[config.mk]
export PLATFORM = sky130hd
export DESIGN_NAME = regfile_wb_sched_flat
export DESIGN_NICKNAME = d
export VERILOG_FILES = /design/src/rtl/regfile_wb_sched_pkg.sv /design/src/rtl/regfile_wb_sched_if.sv /design/src/rtl/regfile_wb_sched_rr_arb2.sv /design/src/rtl/regfile_wb_sched.sv /design/src/flat_wrapper.sv
export SDC_FILE = /design/constraint.sdc
export NUM_CORES = 1
export LEC_CHECK = 0
export ABC_CLOCK_PERIOD_IN_PS = 4350
export BUFFER_PORTS_ARGS = -buffer_cell sky130_fd_sc_hd__buf_2
export CORE_UTILIZATION = 54
export DETAILED_ROUTE_END_ITERATION = 12
export GPL_ROUTABILITY_DRIVEN = 0
export GPL_TIMING_DRIVEN = 0
export PLACE_DENSITY = 0.94
export SYNTH_ARGS = -nofsm -noshare
export SYNTH_HDL_FRONTEND = slang
export SYNTH_SLANG_ARGS = --single-unit
export TNS_END_PERCENT = 20
[constraint.sdc]
create_clock -name clk -period 4.35 [get_ports clk]
set_clock_uncertainty 0.15 [all_clocks]
set_input_delay 0.2175 -clock clk [delete_from_list [all_inputs] [get_ports clk]]
set_output_delay 0.2175 -clock clk [all_outputs]
set_load 0.05 [all_outputs]
[src/rtl/regfile_wb_sched_pkg.sv]
// rtl/regfile_wb_sched_pkg.sv - shared constants and types for the register-file write-back scheduler
package regfile_pkg;

  localparam int XLEN = 32;
  localparam int NREG = 32;
  localparam int AW   = 5;

  typedef logic [AW-1:0]   reg_addr_t;
  typedef logic [XLEN-1:0] xdata_t;

  localparam reg_addr_t REG_ZERO = 5'd0;

  function automatic logic is_x0(input reg_addr_t a);
    return a == REG_ZERO;
  endfunction

endpackage

[src/rtl/regfile_wb_sched_if.sv]
// rtl/regfile_wb_sched_if.sv - issue, write-back request, hazard query and write-port bundle
// Optional forwarding outputs exist only when REGFILE_WB_BYPASS_EN is defined.
interface regfile_wb_sched_if;
  import regfile_pkg::*;

  logic      issue_valid;
  reg_addr_t issue_rd;
  logic      issue_ready;

  logic      req0_valid;
  reg_addr_t req0_rd;
  xdata_t    req0_data;
  logic      req0_ready;

  logic      req1_valid;
  reg_addr_t req1_rd;
  xdata_t    req1_data;
  logic      req1_ready;

  reg_addr_t rs1_addr;
  reg_addr_t rs2_addr;
  logic      rs1_busy;
  logic      rs2_busy;

  logic      rf_we;
  reg_addr_t rf_waddr;
  xdata_t    rf_wdata;

`ifdef REGFILE_WB_BYPASS_EN
  logic      rs1_fwd;
  logic      rs2_fwd;
  xdata_t    fwd_data1;
  xdata_t    fwd_data2;
`endif

  modport slave (
    input  issue_valid, issue_rd,
    input  req0_valid, req0_rd, req0_data,
    input  req1_valid, req1_rd, req1_data,
    input  rs1_addr, rs2_addr,
    output issue_ready, req0_ready, req1_ready,
    output rs1_busy, rs2_busy,
    output rf_we, rf_waddr, rf_wdata
`ifdef REGFILE_WB_BYPASS_EN
    , output rs1_fwd, rs2_fwd, fwd_data1, fwd_data2
`endif
  );

  modport master (
    output issue_valid, issue_rd,
    output req0_valid, req0_rd, req0_data,
    output req1_valid, req1_rd, req1_data,
    output rs1_addr, rs2_addr,
    input  issue_ready, req0_ready, req1_ready,
    input  rs1_busy, rs2_busy,
    input  rf_we, rf_waddr, rf_wdata
`ifdef REGFILE_WB_BYPASS_EN
    , input rs1_fwd, rs2_fwd, fwd_data1, fwd_data2
`endif
  );

endinterface

[src/rtl/regfile_wb_sched_rr_arb2.sv]
// rtl/regfile_wb_sched_rr_arb2.sv - two-way round-robin arbiter, pointer 0 favours requester 0
module rr_arb2 (
  input  logic       clk,
  input  logic       rst,
  input  logic [1:0] i_valid,
  output logic [1:0] o_grant
);

  logic r_ptr;
  logic [1:0] w_grant;

  always_comb begin
    w_grant = i_valid;
    if (i_valid == 2'b11)
      w_grant = r_ptr ? 2'b10 : 2'b01;
  end

  assign o_grant = w_grant;

  // After a grant the other requester becomes favoured; idle cycles hold the pointer.
  always_ff @(posedge clk) begin
    if (!rst)
      r_ptr <= 1'b0;
    else if (|w_grant)
      r_ptr <= w_grant[0];
  end

endmodule

[src/rtl/regfile_wb_sched.sv]
// rtl/regfile_wb_sched.sv - write-back scheduler and pending-write scoreboard for the RV32I register file
// Define REGFILE_WB_BYPASS_EN to forward the in-flight write to the rs1/rs2 operands.
module regfile_wb_sched
  import regfile_pkg::*;
(
  input  logic             clk,
  input  logic             rst,
  regfile_wb_sched_if.slave bus
);

  logic [1:0] w_grant;
  reg_addr_t  w_sel_rd;
  xdata_t     w_sel_data;
  logic       w_issue_fire;
  logic [NREG-1:0] w_pend_next;

  logic            r_rf_we;
  reg_addr_t       r_rf_waddr;
  xdata_t          r_rf_wdata;
  logic [NREG-1:0] r_pend;

  rr_arb2 u_arb (
    .clk     (clk),
    .rst     (rst),
    .i_valid ({bus.req1_valid, bus.req0_valid}),
    .o_grant (w_grant)
  );

  assign bus.req0_ready = w_grant[0];
  assign bus.req1_ready = w_grant[1];

  assign w_sel_rd   = w_grant[1] ? bus.req1_rd   : bus.req0_rd;
  assign w_sel_data = w_grant[1] ? bus.req1_data : bus.req0_data;

  always_ff @(posedge clk) begin
    if (!rst) begin
      r_rf_we    <= 1'b0;
      r_rf_waddr <= REG_ZERO;
      r_rf_wdata <= '0;
    end else if (|w_grant) begin
      r_rf_we    <= !is_x0(w_sel_rd);
      r_rf_waddr <= w_sel_rd;
      r_rf_wdata <= w_sel_data;
    end else begin
      r_rf_we    <= 1'b0;
    end
  end

  assign bus.rf_we    = r_rf_we;
  assign bus.rf_waddr = r_rf_waddr;
  assign bus.rf_wdata = r_rf_wdata;

  // A landing write to the same register frees the slot for a new issue in the same cycle.
  assign bus.issue_ready = !r_pend[bus.issue_rd] || (r_rf_we && r_rf_waddr == bus.issue_rd);
  assign w_issue_fire    = bus.issue_valid && bus.issue_ready;

  // Clear first, then set, so a same-edge set on the same register wins.
  always_comb begin
    w_pend_next = r_pend;
    if (r_rf_we)
      w_pend_next[r_rf_waddr] = 1'b0;
    if (w_issue_fire && !is_x0(bus.issue_rd))
      w_pend_next[bus.issue_rd] = 1'b1;
  end

  always_ff @(posedge clk) begin
    if (!rst)
      r_pend <= '0;
    else
      r_pend <= w_pend_next;
  end

`ifdef REGFILE_WB_BYPASS_EN
  logic w_fwd1;
  logic w_fwd2;

  assign w_fwd1 = r_rf_we && r_rf_waddr == bus.rs1_addr && !is_x0(bus.rs1_addr);
  assign w_fwd2 = r_rf_we && r_rf_waddr == bus.rs2_addr && !is_x0(bus.rs2_addr);

  assign bus.rs1_fwd   = w_fwd1;
  assign bus.rs2_fwd   = w_fwd2;
  assign bus.fwd_data1 = r_rf_wdata;
  assign bus.fwd_data2 = r_rf_wdata;

  assign bus.rs1_busy = r_pend[bus.rs1_addr] && !is_x0(bus.rs1_addr) && !w_fwd1;
  assign bus.rs2_busy = r_pend[bus.rs2_addr] && !is_x0(bus.rs2_addr) && !w_fwd2;
`else
  assign bus.rs1_busy = r_pend[bus.rs1_addr] && !is_x0(bus.rs1_addr);
  assign bus.rs2_busy = r_pend[bus.rs2_addr] && !is_x0(bus.rs2_addr);
`endif

endmodule
[src/flat_wrapper.sv]
// flat-port wrapper written by rule: the top's interface ports become plain ports
module regfile_wb_sched_flat import regfile_pkg::*;
  (clk, rst, bus_issue_valid, bus_issue_rd, bus_req0_valid, bus_req0_rd, bus_req0_data, bus_req1_valid, bus_req1_rd, bus_req1_data, bus_rs1_addr, bus_rs2_addr, bus_issue_ready, bus_req0_ready, bus_req1_ready, bus_rs1_busy, bus_rs2_busy, bus_rf_we, bus_rf_waddr, bus_rf_wdata);
  regfile_wb_sched_if bus_i ();
  input  logic clk;
  input  logic rst;
  input wire logic [$bits(bus_i.issue_valid)-1:0] bus_issue_valid;
  input wire logic [$bits(bus_i.issue_rd)-1:0] bus_issue_rd;
  input wire logic [$bits(bus_i.req0_valid)-1:0] bus_req0_valid;
  input wire logic [$bits(bus_i.req0_rd)-1:0] bus_req0_rd;
  input wire logic [$bits(bus_i.req0_data)-1:0] bus_req0_data;
  input wire logic [$bits(bus_i.req1_valid)-1:0] bus_req1_valid;
  input wire logic [$bits(bus_i.req1_rd)-1:0] bus_req1_rd;
  input wire logic [$bits(bus_i.req1_data)-1:0] bus_req1_data;
  input wire logic [$bits(bus_i.rs1_addr)-1:0] bus_rs1_addr;
  input wire logic [$bits(bus_i.rs2_addr)-1:0] bus_rs2_addr;
  output wire logic [$bits(bus_i.issue_ready)-1:0] bus_issue_ready;
  output wire logic [$bits(bus_i.req0_ready)-1:0] bus_req0_ready;
  output wire logic [$bits(bus_i.req1_ready)-1:0] bus_req1_ready;
  output wire logic [$bits(bus_i.rs1_busy)-1:0] bus_rs1_busy;
  output wire logic [$bits(bus_i.rs2_busy)-1:0] bus_rs2_busy;
  output wire logic [$bits(bus_i.rf_we)-1:0] bus_rf_we;
  output wire logic [$bits(bus_i.rf_waddr)-1:0] bus_rf_waddr;
  output wire logic [$bits(bus_i.rf_wdata)-1:0] bus_rf_wdata;
  assign bus_i.issue_valid = bus_issue_valid;
  assign bus_i.issue_rd = bus_issue_rd;
  assign bus_i.req0_valid = bus_req0_valid;
  assign bus_i.req0_rd = bus_req0_rd;
  assign bus_i.req0_data = bus_req0_data;
  assign bus_i.req1_valid = bus_req1_valid;
  assign bus_i.req1_rd = bus_req1_rd;
  assign bus_i.req1_data = bus_req1_data;
  assign bus_i.rs1_addr = bus_rs1_addr;
  assign bus_i.rs2_addr = bus_rs2_addr;
  assign bus_issue_ready = bus_i.issue_ready;
  assign bus_req0_ready = bus_i.req0_ready;
  assign bus_req1_ready = bus_i.req1_ready;
  assign bus_rs1_busy = bus_i.rs1_busy;
  assign bus_rs2_busy = bus_i.rs2_busy;
  assign bus_rf_we = bus_i.rf_we;
  assign bus_rf_waddr = bus_i.rf_waddr;
  assign bus_rf_wdata = bus_i.rf_wdata;
  regfile_wb_sched u_core (.clk(clk), .rst(rst), .bus(bus_i));
endmodule
==> metrics <==
sequential element share of the synthesized area between 30% and 40%; row cnt 30; CTS Sinks 71; Layout Utilization between 70% and 80%; pin count of the biggest net entering global routing 13; CTS tree done; Slowest-stage cell, CP and3_1; metal2 WL about 6200 um; WL met1 around 4400 um; Wirelength per Cell 18.8 um; Yosys Warn Count 0; Slew headroom 28.3%; Yosys reg bits 71; max-slew violation count 0; Crit path required time 3980 ps; worst slack at placement 1690 ps; final setup fails 0; synth top area cells dfxtp_1, mux2i_1, mux4_2; total gr overflow 0; initial detailed-routing violation count between 300 and 400; post-route ant nets 0; Via Count approximately 4000; Tcrit/Tclk final 65.9%; Synth top cells by count dfxtp_1, nand2_1, mux2i_1; crit path kind reg -> out; Mapped Area 3850 um^2; global-route wire length before repair between 15000 and 20000 um; Post-Syn Nets slightly below 500; IO Count 137; minimum clock period 2870 ps; share of cells above drive strength 1 around a third; DR top layer met4; ordered cell list for the critical path clkbuf_1, xor2_1, nor4_1, and3_1, or2_2, buf_2; worst ir drop on vdd around 0.21 mV; crit path launch type flop; ANT cells 0; Die Wd roughly 86 um; clk root buf clkbuf_8; # DRC 0; gr usage total 34.0%; IO Port Bufs around 130; Hold Path Class in -> reg; post-synthesis compound-gate area fraction approximately 20%; largest family of logic cells by synthesized area multiplexers; most numerous cell in the Yosys netlist dfxtp_1; EDFF count, synth 0; Fin. Hold Viols 0; Worst setup EP type output port; clock buffer depth 2; vias in the first global route between 3000 and 4000; via/cell ratio 6.16; final wirelength 12200 um; Placeable Area 6830 um^2; final worst setup slack about 1500 ps; ys async rst share 0%; total die area 7470 um^2; Synth area leader dfxtp_1; RSZ-0062 raised after global routing no; CTS Buf Count 9; total negative setup slack 0 ps; Post-CTS Setup Bufs 0; post-synthesis mux area share 25.7%; Post-Synthesis Cells slightly below 400; Critical Path Max Stage Delay roughly 460 ps; H-tree depth 3; number of max-cap violations 0; Synth Area in Adders 0%; post-DP HPWL ~8600 um; Tightest Pin Transition about 1100 ps; PwrDens between 300 and 400 nW/um^2; number of iterations in the first detailed-routing pass 5; clock-pin slew on the worst setup and hold paths 80 ps; Worst-Skew Late Latency between 300 and 400 ps; critical path fanouts, max 10; Syn Area/Cell 9.77 um^2; Synth Flop Type dfxtp_1; nets@finish 643; area grow syn2layout 28.6%; Max Clk Rate around 350 MHz; status complete, no violations; Leakage about 2.1 nW; Initial Util a little under three fifths; arrival time worst endpoint around 2500 ps; Die Y around 86 um; met3 wire len approximately 1100 um; post-synthesis simple-gate area fraction around an eighth; initial antenna violation count 0; Netlist cell types 42; xor/xnor share of the synthesized area roughly 1.1%; Hold WS ~6.9 ps; post-synth top area share a little under two fifths
[cell type report]
cell class | count | area [um^2]
multi-input combinational | 290 | 2290
sequential | 71 | 1420
fill | 475 | 1880
timing repair buffer | 144 | 786
inverter | 4 | 15.0
buffer | 29 | 119
clock buffer | 10 | 138
tap | 96 | 120
clock inverter | 5 | 57.6
[flip-flops by register name (all words and copies together), names as in the netlist]
register,count
u_core.bus.rf_wdata,32
u_core.bus.rf_waddr,5
u_core.u_arb.r_ptr,1
u_core.r_pend,32
u_core.bus.rf_we,1
[logic make-up (layout without fill, tap and decap cells)]
logic type      Yosys count  after routing
compound gates          118            118
simple gates             94             94
mux                      73             73
flops                    71             71
buf+inv                  33            192
xor+xnor                  5              5
[per-layer routing]
layer	vias up	global-route usage [%]
li1	1794	-
met3	47	8.10
met5	-	0
met1	1894	38.5
met4	0	16.8
met2	263	60.1
[critical path: cells and delay by family, from the launching register on]
kind	cells	cell delay [ps]
simple gates	3	970
buf+inv	2	660
flops	1	350
xor+xnor	1	170
[path summary, 6_finish.rpt]
check | start | endpoint | slack [ps] | cells after the start
worst max register to register | u_core.bus.rf_waddr[2] | u_core.r_pend[5] | 1910 | 6
worst min register to register | u_core.bus.rf_wdata[20] | u_core.bus.rf_wdata[20] | 310 | 2
worst max-delay path | u_core.bus.rf_waddr[2] | bus_issue_ready | 1480 | 6
worst min-delay path | bus_req1_data[20] | u_core.bus.rf_wdata[20] | 7 | 3
[power by group]
group | switching [mW] | leakage (nW) | internal (mW) | total [mW]
logic | 0.246 | 1.43 | 0.122 | 0.368
registers | 0.0235 | 0.582 | 0.681 | 0.705
clock network | 0.256 | 0.103 | 0.279 | 0.534
[cell usage in the layout (no fill, tap or decap), types with 2 or more instances in the layout]
| cell type | count |
|---|---|
| buf_2 | 133 |
| dfxtp_1 | 71 |
| nand2_1 | 49 |
| mux2i_1 | 48 |
| o21ai_0 | 41 |
| o21ai_1 | 33 |
| o211ai_1 | 31 |
| clkbuf_1 | 21 |
| mux4_2 | 20 |
| dlygate4sd3_1 | 13 |
| clkbuf_8 | 10 |
| nor3_1 | 7 |
| nand3b_1 | 6 |
| nor2_1 | 6 |
| nand3_1 | 6 |
| buf_1 | 5 |
| mux2_2 | 5 |
| inv_1 | 4 |
| xor2_1 | 4 |
| nor2b_1 | 4 |
| o2111ai_4 | 4 |
| nor4_1 | 3 |
| a21oi_1 | 2 |
| or3b_2 | 2 |
| clkinv_2 | 2 |
[through the flow]
step / power (mW) / instances / cell area, um^2
2_1_floorplan: 0.951 / 394 / 3850
4_1_cts: 1.60 / 649 / 4950
6_report: 1.61 / 649 / 4950
3_5_place_dp: 1.07 / 621 / 4620
3_3_place_gp: 1.05 / 621 / 4620
5_1_grt: 1.66 / 649 / 4950
[timing repair]
item | 4_1_cts | 5_1_grt
gates resized for setup | 0 | 0
hold buffers | 13 | 0
hold endpoints to repair | 9 | 0
No activity file was read; power rests on OpenSTA's default activity.
